==> config.mk <==
export PLATFORM = sky130hd
export DESIGN_NAME = quiz_input_conditioner
export DESIGN_NICKNAME = d
export VERILOG_FILES = /design/src/rtl/quiz_input_conditioner.sv
export SDC_FILE = /design/constraint.sdc
export NUM_CORES = 1
export LEC_CHECK = 0
export ABC_AREA = 1
export CORE_MARGIN = 4
export CORE_UTILIZATION = 58
export DETAILED_ROUTE_END_ITERATION = 10
export PLACE_DENSITY = 0.84
export SYNTH_ARGS = -nofsm -noshare
export SYNTH_HDL_FRONTEND = slang
export SYNTH_SLANG_ARGS = --single-unit
==> constraint.sdc <==
create_clock -name clk -period 1.78 [get_ports clk]
set_input_delay 0.267 -clock clk [delete_from_list [all_inputs] [get_ports clk]]
set_output_delay 0.267 -clock clk [all_outputs]
set_load 0.01 [all_outputs]
==> src/rtl/quiz_input_conditioner.sv <==
// Input conditioner for the arithmetic quiz core: synchronises and debounces the
// answer switches and set button, then emits single-cycle set/answer/error events.
module quiz_input_conditioner #(
    parameter int unsigned DEBOUNCE_CYCLES = 4
) (
    input  logic       clk,
    input  logic       reset,
    input  logic [3:0] switch,
    input  logic       set,
    output logic       set_pulse,
    output logic       ans_valid,
    output logic [1:0] ans_code,
    output logic       multi_err,
    output logic [3:0] sw_stable
);

    localparam int unsigned CNT_W = $clog2(DEBOUNCE_CYCLES + 1);
    localparam int unsigned NBITS = 5;
    localparam int unsigned SET_BIT = 4;
    localparam logic [CNT_W-1:0] CNT_LAST = CNT_W'(DEBOUNCE_CYCLES - 1);

    localparam logic [1:0] ST_IDLE = 2'd0;
    localparam logic [1:0] ST_HELD = 2'd1;
    localparam logic [1:0] ST_LOCK = 2'd2;

    logic [NBITS-1:0]            raw;
    logic [NBITS-1:0]            sync_q1;
    logic [NBITS-1:0]            sync_q2;
    logic [NBITS-1:0][CNT_W-1:0] cnt_q;
    logic [NBITS-1:0][CNT_W-1:0] cnt_d;
    logic [NBITS-1:0]            stable_q;
    logic [NBITS-1:0]            stable_d;
    logic                        stable_set_q;

    logic [1:0] state_q;
    logic [1:0] state_d;
    logic       ans_valid_d;
    logic       multi_err_d;
    logic [1:0] ans_code_d;
    logic [3:0] sw_lvl;
    logic       sw_multi;

    assign raw = {set, switch};

    // Lowest set bit index; only meaningful when exactly one bit is set.
    function automatic logic [1:0] sw_index(input logic [3:0] sw);
        logic [1:0] idx;
        idx = 2'd0;
        for (int i = 3; i >= 0; i--) begin
            if (sw[i]) begin
                idx = 2'(i);
            end
        end
        return idx;
    endfunction

    // Two-flop synchroniser on every raw bit.
    always_ff @(posedge clk or negedge reset) begin
        if (!reset) begin
            sync_q1 <= '0;
            sync_q2 <= '0;
        end else begin
            sync_q1 <= raw;
            sync_q2 <= sync_q1;
        end
    end

    // Per-bit debounce: level changes only after DEBOUNCE_CYCLES consecutive differing samples.
    always_comb begin
        stable_d = stable_q;
        cnt_d    = '0;
        for (int i = 0; i < int'(NBITS); i++) begin
            if (sync_q2[i] != stable_q[i]) begin
                if (cnt_q[i] == CNT_LAST) begin
                    stable_d[i] = sync_q2[i];
                end else begin
                    cnt_d[i] = cnt_q[i] + CNT_W'(1);
                end
            end
        end
    end

    always_ff @(posedge clk or negedge reset) begin
        if (!reset) begin
            cnt_q    <= '0;
            stable_q <= '0;
        end else begin
            cnt_q    <= cnt_d;
            stable_q <= stable_d;
        end
    end

    assign sw_stable = stable_q[3:0];

    // Set edge detector runs independently of the answer FSM.
    always_ff @(posedge clk or negedge reset) begin
        if (!reset) begin
            stable_set_q <= 1'b0;
            set_pulse    <= 1'b0;
        end else begin
            stable_set_q <= stable_q[SET_BIT];
            set_pulse    <= stable_q[SET_BIT] & ~stable_set_q;
        end
    end

    assign sw_lvl   = stable_q[3:0];
    assign sw_multi = |(sw_lvl & (sw_lvl - 4'd1));

    // Answer FSM: only a press out of the all-released state is scored.
    always_comb begin
        state_d     = state_q;
        ans_valid_d = 1'b0;
        multi_err_d = 1'b0;
        ans_code_d  = ans_code;
        case (state_q)
            ST_IDLE: begin
                if (sw_lvl != 4'd0) begin
                    if (sw_multi) begin
                        multi_err_d = 1'b1;
                        state_d     = ST_LOCK;
                    end else begin
                        ans_valid_d = 1'b1;
                        ans_code_d  = sw_index(sw_lvl);
                        state_d     = ST_HELD;
                    end
                end
            end
            ST_HELD, ST_LOCK: begin
                if (sw_lvl == 4'd0) begin
                    state_d = ST_IDLE;
                end
            end
            default: begin
                state_d = ST_IDLE;
            end
        endcase
    end

    always_ff @(posedge clk or negedge reset) begin
        if (!reset) begin
            state_q   <= ST_IDLE;
            ans_valid <= 1'b0;
            multi_err <= 1'b0;
            ans_code  <= 2'd0;
        end else begin
            state_q   <= state_d;
            ans_valid <= ans_valid_d;
            multi_err <= multi_err_d;
            ans_code  <= ans_code_d;
        end
    end

endmodule

# After elaboration in Yosys (flattened, before gate mapping)
# Cells that the tools add are included.
# word_totals
reg_bits,38
out_inout_bits,9
wordCells,78
# classes
n_addsub,6
n_eq_ne,14
muxes,24
bitwise_logic,4
reduce_logical,12
# op_table
op,count
3-bit two-way mux,10
"3-bit by 1-bit adder with 3-bit output, second input constant",5
"3-bit by 2-bit equality test with 1-bit output, second input constant",5
2-bit two-way mux,7
2-bit AND reduction,6
1-bit two-way mux,6
1-bit != test,5
4-bit AND,1
4-bit zero test,1
"2-bit != test, second input constant",2
2-bit case mux with 2 select lines,1
4-bit nonzero test,1
4-bit OR reduction,1
"4-bit by 1-bit subtractor with 4-bit output, second input constant",1
3-bit AND reduction,1
"2-bit by 1-bit equality test with 1-bit output, second input constant",1
"2-bit equality test, second input constant",1
2-bit zero test,1
1-bit inverter,2
2-bit OR reduction,1
1-bit AND,1

# Longest topological paths before layout
# Gate-level depths: netlist of run 1.
# logic_depth
word_depth,6
depth_mapped,7
mapped_depth_nobuf,7

# Least setup slack after synthesis of run 1
# No wires, ideal clock.
# synth_timing
path_type,register to register
from,register cnt_q[0] in the netlist's numbering
to,register stable_q[0]
setup_ns,0.125
t_arrival_ns,0.948
t_required_ns,1.655
slack_ns,0.708
path_stages_with_launch,4
n_path_buf,0
period_less_slack_ns,1.072
path_cell_list,dfrtp_1 -> ha_1 -> nand2_1 -> mux2_2
# synth_between
elab_chain_len,2
# synth_lines
element,line,text
start: declaration,29,logic [NBITS-1:0][CNT_W-1:0] cnt_q;
start signal: assignment,88,cnt_q <= cnt_d;
3-bit by 2-bit equality test with 1-bit output,74,if (cnt_q[i] == CNT_LAST) begin
2-bit AND reduction (no source line),n/a,
end signal: assignment,89,stable_q <= stable_d;
end: declaration,31,logic [NBITS-1:0] stable_q;
# No other way between the ends.
# A chain may end at the register's enable or synchronous reset.

# Worst setup path in the final report of run 1
# layout_timing
from,register stable_q[0]
to,output port sw_stable[0]
# layout_rtl
element,line,text
end: declaration,14,output logic [3:0] sw_stable
# No word-level cell between the ends.

==> summary.txt, run 1 <==
Run status
  – Status: complete, no violations

Clock network
  – CTS root buffer: clkbuf_4
  – Clock Tree Buf Depth: 2
  – Sink Count: 38
  – Clock tree from TritonCTS: built
  – H-tree depth: 2
  – Setup Buffers After CTS: 0
  – Clk_lat worst skew: 0.34 ns
  – Total CTS buffers: 5
  – Clock slew at reported path FFs: 0.12 ns
  – Cts repair resizes: 0

Setup path
  – Data arrival time of the worst path: 1.41 ns
  – Buf/Inv on CP: 1
  – Crit-path cells: clkdlybuf4s50_1
  – CP required: 1.51 ns
  – Crit-path max cell delay: 0.60 ns
  – Worst Path Class, Setup: reg2out
  – Crit path capture type: output pin
  – Setup crit start kind: flop
  – Crit-path max FO: 6
  – Worst path slowest cell: clkdlybuf4s50_1
  – Crit-path leading delay family: buffers and inverters

Yosys
  – Post-synth ARST share: 1.00
  – Synthesized instance count: 131
  – Synth top area share: 0.648
  – Synthesized Nets: 144
  – Synth warn: 0
  – Synth cell count leaders: 38 x dfrtp_1, 26 x nand2_1, 15 x inv_1
  – Register area share after synthesis: 0.648
  – Dominant cell type by area after synthesis: dfrtp_1
  – Mapped cell area: 1470 µm²
  – Main flop type after synthesis: dfrtp_1
  – Most frequent cell after synthesis: dfrtp_1
  – Syn Area/Cell: 11.2 µm²
  – Post-synth EDFFs: 0
  – Largest cells by area after synthesis: dfrtp_1 65%, nand2_1 6.6%, ha_1 5.1%, inv_1 3.8%, xnor2_1 3.0%
  – Yosys reg bits: 38
  – Netlist cell types: 17

STA
  – Final Hold Vio Count: 0
  – Highest Clock Rate: 0.595 GHz
  – Skew final: 0.00598 ns
  – Final Setup Violations: 0
  – Tcrit/Tclk final: 0.944
  – RSZ-0062 raised after global routing: false
  – Worst Tran Pin Value: 0.290 ns
  – Final Slew Violations: 0
  – Total negative slack: 0 ns
  – Min Clock Period, post-route: 1.68 ns
  – Max-slew headroom: 0.805

Hold path
  – Path category of the worst min-delay check: in2reg

Place
  – DPL Wire Length: 1600 µm
  – RD Place Congestion: 0.665
  – PortBufs: 15

Global routing
  – Antenna violations before repair: 0
  – Vias in the first global route: 980
  – Gr usage total: 0.158
  – Largest net degree at the start of global routing: 39
  – First-pass GRT wire length: 3910 µm
  – Grt total ovfl: 0

Floorplanning
  – Die Width: 58.3 µm
  – Row count: 17
  – Initial Utilization: 0.633
  – DIE AREA: 3400 µm²
  – CORE AREA: 2320 µm²
  – # IOs: 16
  – Die height: 58.3 µm

Detailed routing
  – DR WL/cell: 11.7 µm
  – Vias per cell: 4.94
  – Initial DRC count: 22
  – Post-route DRC: 0
  – Drt first pass iters: 4
  – WL final: 2110 µm
  – Via count: 890
  – ANT nets after route: 0

Layout
  – Antenna cell count: 0
  – Final net count: 164
  – Layout cells sized above 1: 0.118
  – Area growth from synthesis to layout: 17.9%

Power and ir drop
  – Worst ir drop on vdd: 0.00118 V
  – Post-route total power: 2.87 mW
  – Lkg Pwr: 0.837 nW
  – Power per cell area: 1660 nW/µm²

Run
  – Max Cap Viol: 0
## state kept, by name, summed over array words and instances, names as in the netlist
name          cells
cnt_q            15
stable_q          5
sync_q1           5
sync_q2           5
ans_code          2
state_q           2
ans_valid         1
multi_err         1
set_pulse         1
stable_set_q      1
## cell families (layout without fill, tap and decap cells)
family | after synthesis | in the layout | share of synthesized area
fa+ha+maj | 6 | 6 | 0.0511
compound gates | 5 | 5 | 0.0196
xor+xnor | 5 | 5 | 0.0298
simple gates | 57 | 57 | 0.185
flops | 38 | 38 | 0.648
buf+inv | 19 | 40 | 0.0588
mux | 1 | 1 | 0.00767
## metal layers
metal,global-route usage,vias up,wire (µm)
met2,0.274,19,1090
met5,0,-,0
met3,0.0702,4,127
li1,-,445,-
met4,0.0828,0,43
met1,0.159,422,848
## power by group
group,switching (mW),leakage (nW),internal [mW]
sequential,0.172,0.473,1.10
combinational,0.536,0.326,0.475
clock,0.285,0.0374,0.295
## cell usage in the layout, fill, tap and decap left out, types with 2 or more instances in the layout
master	count
a21oi_1	4
clkbuf_4	5
clkdlybuf4s50_1	14
clkinvlp_4	2
dfrtp_1	38
ha_1	6
inv_1	15
nand2_1	26
nand2_2	3
nand3_1	5
nor2_1	9
nor2_4	2
nor3_1	6
nor3b_1	4
xnor2_1	5
## path summary, 6_finish.rpt
kind	startpoint	end	slack (ns)	cells after the start
max in group asynchronous	reset	cnt_q[2]	1.20	3
worst min-delay path	switch[1]	sync_q1[1]	0.35	1
worst min register to register	sync_q1[4]	sync_q2[4]	0.36	0
worst max-delay path	stable_q[0]	sw_stable[0]	0.1	1
min in group asynchronous	reset	stable_q[4]	0.41	3
worst max register to register	state_q[1]	ans_code[0]	0.59	7
## area by class of cell
type | instances | area (µm²)
Sequential cell | 38 | 951
Fill cell | 155 | 588
Multi-Input combinational cell | 74 | 430
Timing Repair Buffer | 17 | 175
Inverter | 15 | 56.3
Clock inverter | 3 | 45.0
Clock buffer | 5 | 37.5
Tap cell | 28 | 35.0
## through the flow
step / area (µm²) / setup slack (ns) / hold WS [ns] / util / std cells
6_report: 1730 / 0.0989 / 0.349 / 0.746 / 180
5_1_grt: 1730 / 0.0217 / 0.326 / 0.746 / 180
4_1_cts: 1730 / 0.0746 / 0.330 / 0.746 / 180
3_5_place_dp: 1640 / 0.475 / 0.245 / 0.706 / 171
3_3_place_gp: 1640 / 0.487 / 0.244 / 0.706 / 171
2_1_floorplan: 1470 / 0.708 / -0.0286 / - / 131
## repair_timing
item / in CTS / in global routing
endpoints found under the setup margin: 0 / 0
hold buffers: 1 / 0
hold endpoints to repair: 38 / 0
No activity file was read; power rests on OpenSTA's default activity.
==> run 2: changes to the inputs <==
--- a/config.mk
+++ b/config.mk
@@ -7,9 +7,9 @@
 export LEC_CHECK = 0
 export ABC_AREA = 1
 export CORE_MARGIN = 4
-export CORE_UTILIZATION = 58
+export CORE_UTILIZATION = 35
 export DETAILED_ROUTE_END_ITERATION = 10
-export PLACE_DENSITY = 0.84
+export PLACE_DENSITY = 0.56
 export SYNTH_ARGS = -nofsm -noshare
 export SYNTH_HDL_FRONTEND = slang
 export SYNTH_SLANG_ARGS = --single-unit
==> summary.txt, run 2 (synthesis results as in run 1) <==
Layout
  – Number of flip-flops in the largest register: 15 (unchanged)
  – Area growth from synthesis to layout: 19.4%
  – Post-Layout Cell Count: 201 (+12%)
  – Leading cell type in the layout, fill and taps excluded: dfrtp_1
  – Antenna cell count: 0 (unchanged)
  – Layout cells sized above 1: 0.0993 (-0.0191)
  – Largest register by flop count: cnt_q
  – Fillers: 381 (+150%)
  – Most frequent cells in the layout: 38 x dfrtp_1, 26 x nand2_1, 15 x inv_1
  – Final net count: 164 (unchanged)

Detailed routing
  – Post-route DRC: 0 (unchanged)
  – ANT nets after route: 0 (unchanged)
  – Drt first pass iters: 4 (unchanged)
  – WL final: 2020 µm (-4.1%)
  – Vias per cell: 4.34 (-12%)
  – DR WL/cell: 10.1 µm (-14%)
  – Via count: 873 (-1.9%)
  – Initial DRC count: 36 (+64%)

Setup path
  – Crit-path cells: clkdlybuf4s50_1
  – Path depth of the worst reg2reg path: 7 (unchanged)
  – Critical R2R Capture: ans_code[0]
  – Worst path slowest cell: clkdlybuf4s50_1
  – Crit-path leading delay family: buffers and inverters
  – RR Startpoint: state_q[0]
  – Crit-path max FO: 6 (unchanged)
  – CP required: 1.51 ns (about the same)
  – Setup crit start kind: flop
  – Flop-to-flop setup slack: 0.62 ns (+0.03 ns)
  – Crit-path max cell delay: 0.58 ns (-0.02 ns)
  – Crit path capture type: output pin
  – Data arrival time of the worst path: 1.34 ns (-0.07 ns)
  – Buf/Inv on CP: 1 (unchanged)
  – Worst Path Class, Setup: reg2out

Floorplanning
  – # IOs: 16 (unchanged)
  – Die height: 72.8 µm (+25%)
  – Die Width: 72.8 µm (+25%)
  – Row count: 23 (+6)
  – Initial Utilization: 0.364 (-0.269)
  – DIE AREA: 5290 µm² (+56%)
  – CORE AREA: 4030 µm² (+74%)

Power and ir drop
  – Power per cell area: 1600 nW/µm² (-3.4%)
  – Logic gate share of total power: 0.356 (+0.003)
  – NetSw: 953 µW (-4.0%)
  – Clock power share: 0.190 (-0.012)
  – Lkg Pwr: 0.837 nW (+0.11%)
  – Internal power: 1.85 mW (-1.3%)
  – Net Sw Frac: 0.340 (-0.00634)
  – Sequential share of power: 0.454 (+0.009)
  – Post-route total power: 2.80 mW (-2.2%)
  – Worst ir drop on vdd: 0.000554 V (-53%)

STA
  – Final Slew Violations: 0 (unchanged)
  – Total negative slack: 0 ns (unchanged)
  – Final WS setup: 0.174 ns (+0.0753 ns)
  – Final Setup Violations: 0 (unchanged)
  – Min Clock Period, post-route: 1.61 ns (-0.0753 ns)
  – Max-slew headroom: 0.819 (+0.0137)
  – Highest Clock Rate: 0.623 GHz (+4.7%)
  – Final Hold Vio Count: 0 (unchanged)
  – Skew final: 0.00543 ns (-0.000550 ns)
  – Worst Tran Pin Value: 0.269 ns (-0.0204 ns)
  – RSZ-0062 raised after global routing: false
  – Tcrit/Tclk final: 0.902 (-0.0423)
  – WHS: 0.353 ns (+0.00379 ns)

Clock network
  – Clk_lat worst skew: 0.28 ns (-0.06 ns)
  – Cts repair resizes: 0 (unchanged)
  – H-tree depth: 2 (unchanged)
  – Clock tree from TritonCTS: built
  – Sink Count: 38 (unchanged)
  – Hold buffer count at CTS: 1 (unchanged)
  – CTS root buffer: clkbuf_8
  – Total CTS buffers: 5 (unchanged)
  – Setup Buffers After CTS: 0 (unchanged)
  – Clock Tree Buf Depth: 2 (unchanged)
  – Clock slew at reported path FFs: 0.06 ns (-0.06 ns)

Global routing
  – Vias in the first global route: 858 (-12%)
  – Antenna violations before repair: 0 (unchanged)
  – First-pass GRT wire length: 3620 µm (-7.6%)
  – Gr usage total: 0.0931 (-0.0653)
  – Grt total ovfl: 0 (unchanged)
  – Largest net degree at the start of global routing: 39 (unchanged)

Hold path
  – Path category of the worst min-delay check: reg2reg
  – Hold endpoint: sync_q2[0]
  – Hold_sp: sync_q1[0]
  – Hold Path Stages: 0 (-1)

Run
  – Max Cap Viol: 0 (unchanged)

Place
  – Dpl cells: 193 (+13%)
  – Setup slack at placement: 0.464 ns (-0.0115 ns)
  – DPL Wire Length: 1490 µm (-6.6%)
  – RD Place Congestion: 0.745 (+12%)
  – PortBufs: 15 (unchanged)

Run status
  – Status: complete, no violations
## run 2: changes by cell type in the layout (fill, tap and decap cells not counted), sizes merged
cell / before / now
clkbuf: 5 / 7
bufinv: 1 / 0
clkinvlp: 2 / 0
## run 2: worst max path at each step
stage,startpoint,to,slack (ns),cells after the start
final,stable_q[3],sw_stable[3],0.17,1
after global routing,stable_q[3],sw_stable[3],0.11,1
after CTS,stable_q[3],sw_stable[3],0.15,1
after detailed placement,stable_q[3],sw_stable[3],0.46,1
after global placement,stable_q[3],sw_stable[3],0.47,1
after floorplan,cnt_q[0],stable_q[0],0.71,3
## run 2: metrics by stage
step	util	cell area, µm²
6_report	0.435	1750
5_1_grt	0.435	1750
4_1_cts	0.435	1750
3_5_place_dp	0.413	1670
3_3_place_gp	0.413	1670
2_1_floorplan	-	1470
## run 2: metal layers
metal,GRT usage,vias up,routed length (µm),share of wire
met5,0,-,0,0
met4,0.0553,0,54,0.027
met3,0.0413,7,104,0.051
met2,0.151,14,969,0.48
met1,0.0995,408,892,0.44
li1,-,444,-,-
## run 2: final cells by class
type                       count  area, µm²  share of cell area
multi-input combinational     74        430               0.246
timing repair buffer          17        175               0.100
inverter                      15       56.3              0.0321
sequential                    38        951               0.543
tap                           50       62.6              0.0357
clock buffer                   7       76.3              0.0436
## run 2: power by group through the flow
stage | clock (mW) | combinational, mW | sequential (mW)
floorplan | 0 | 0.710 | 1.29
global placement | 0 | 0.979 | 1.28
detailed placement | 0 | 1.01 | 1.30
CTS | 0.563 | 1.02 | 1.28
global route | 0.599 | 1.15 | 1.31
finish | 0.533 | 0.997 | 1.27
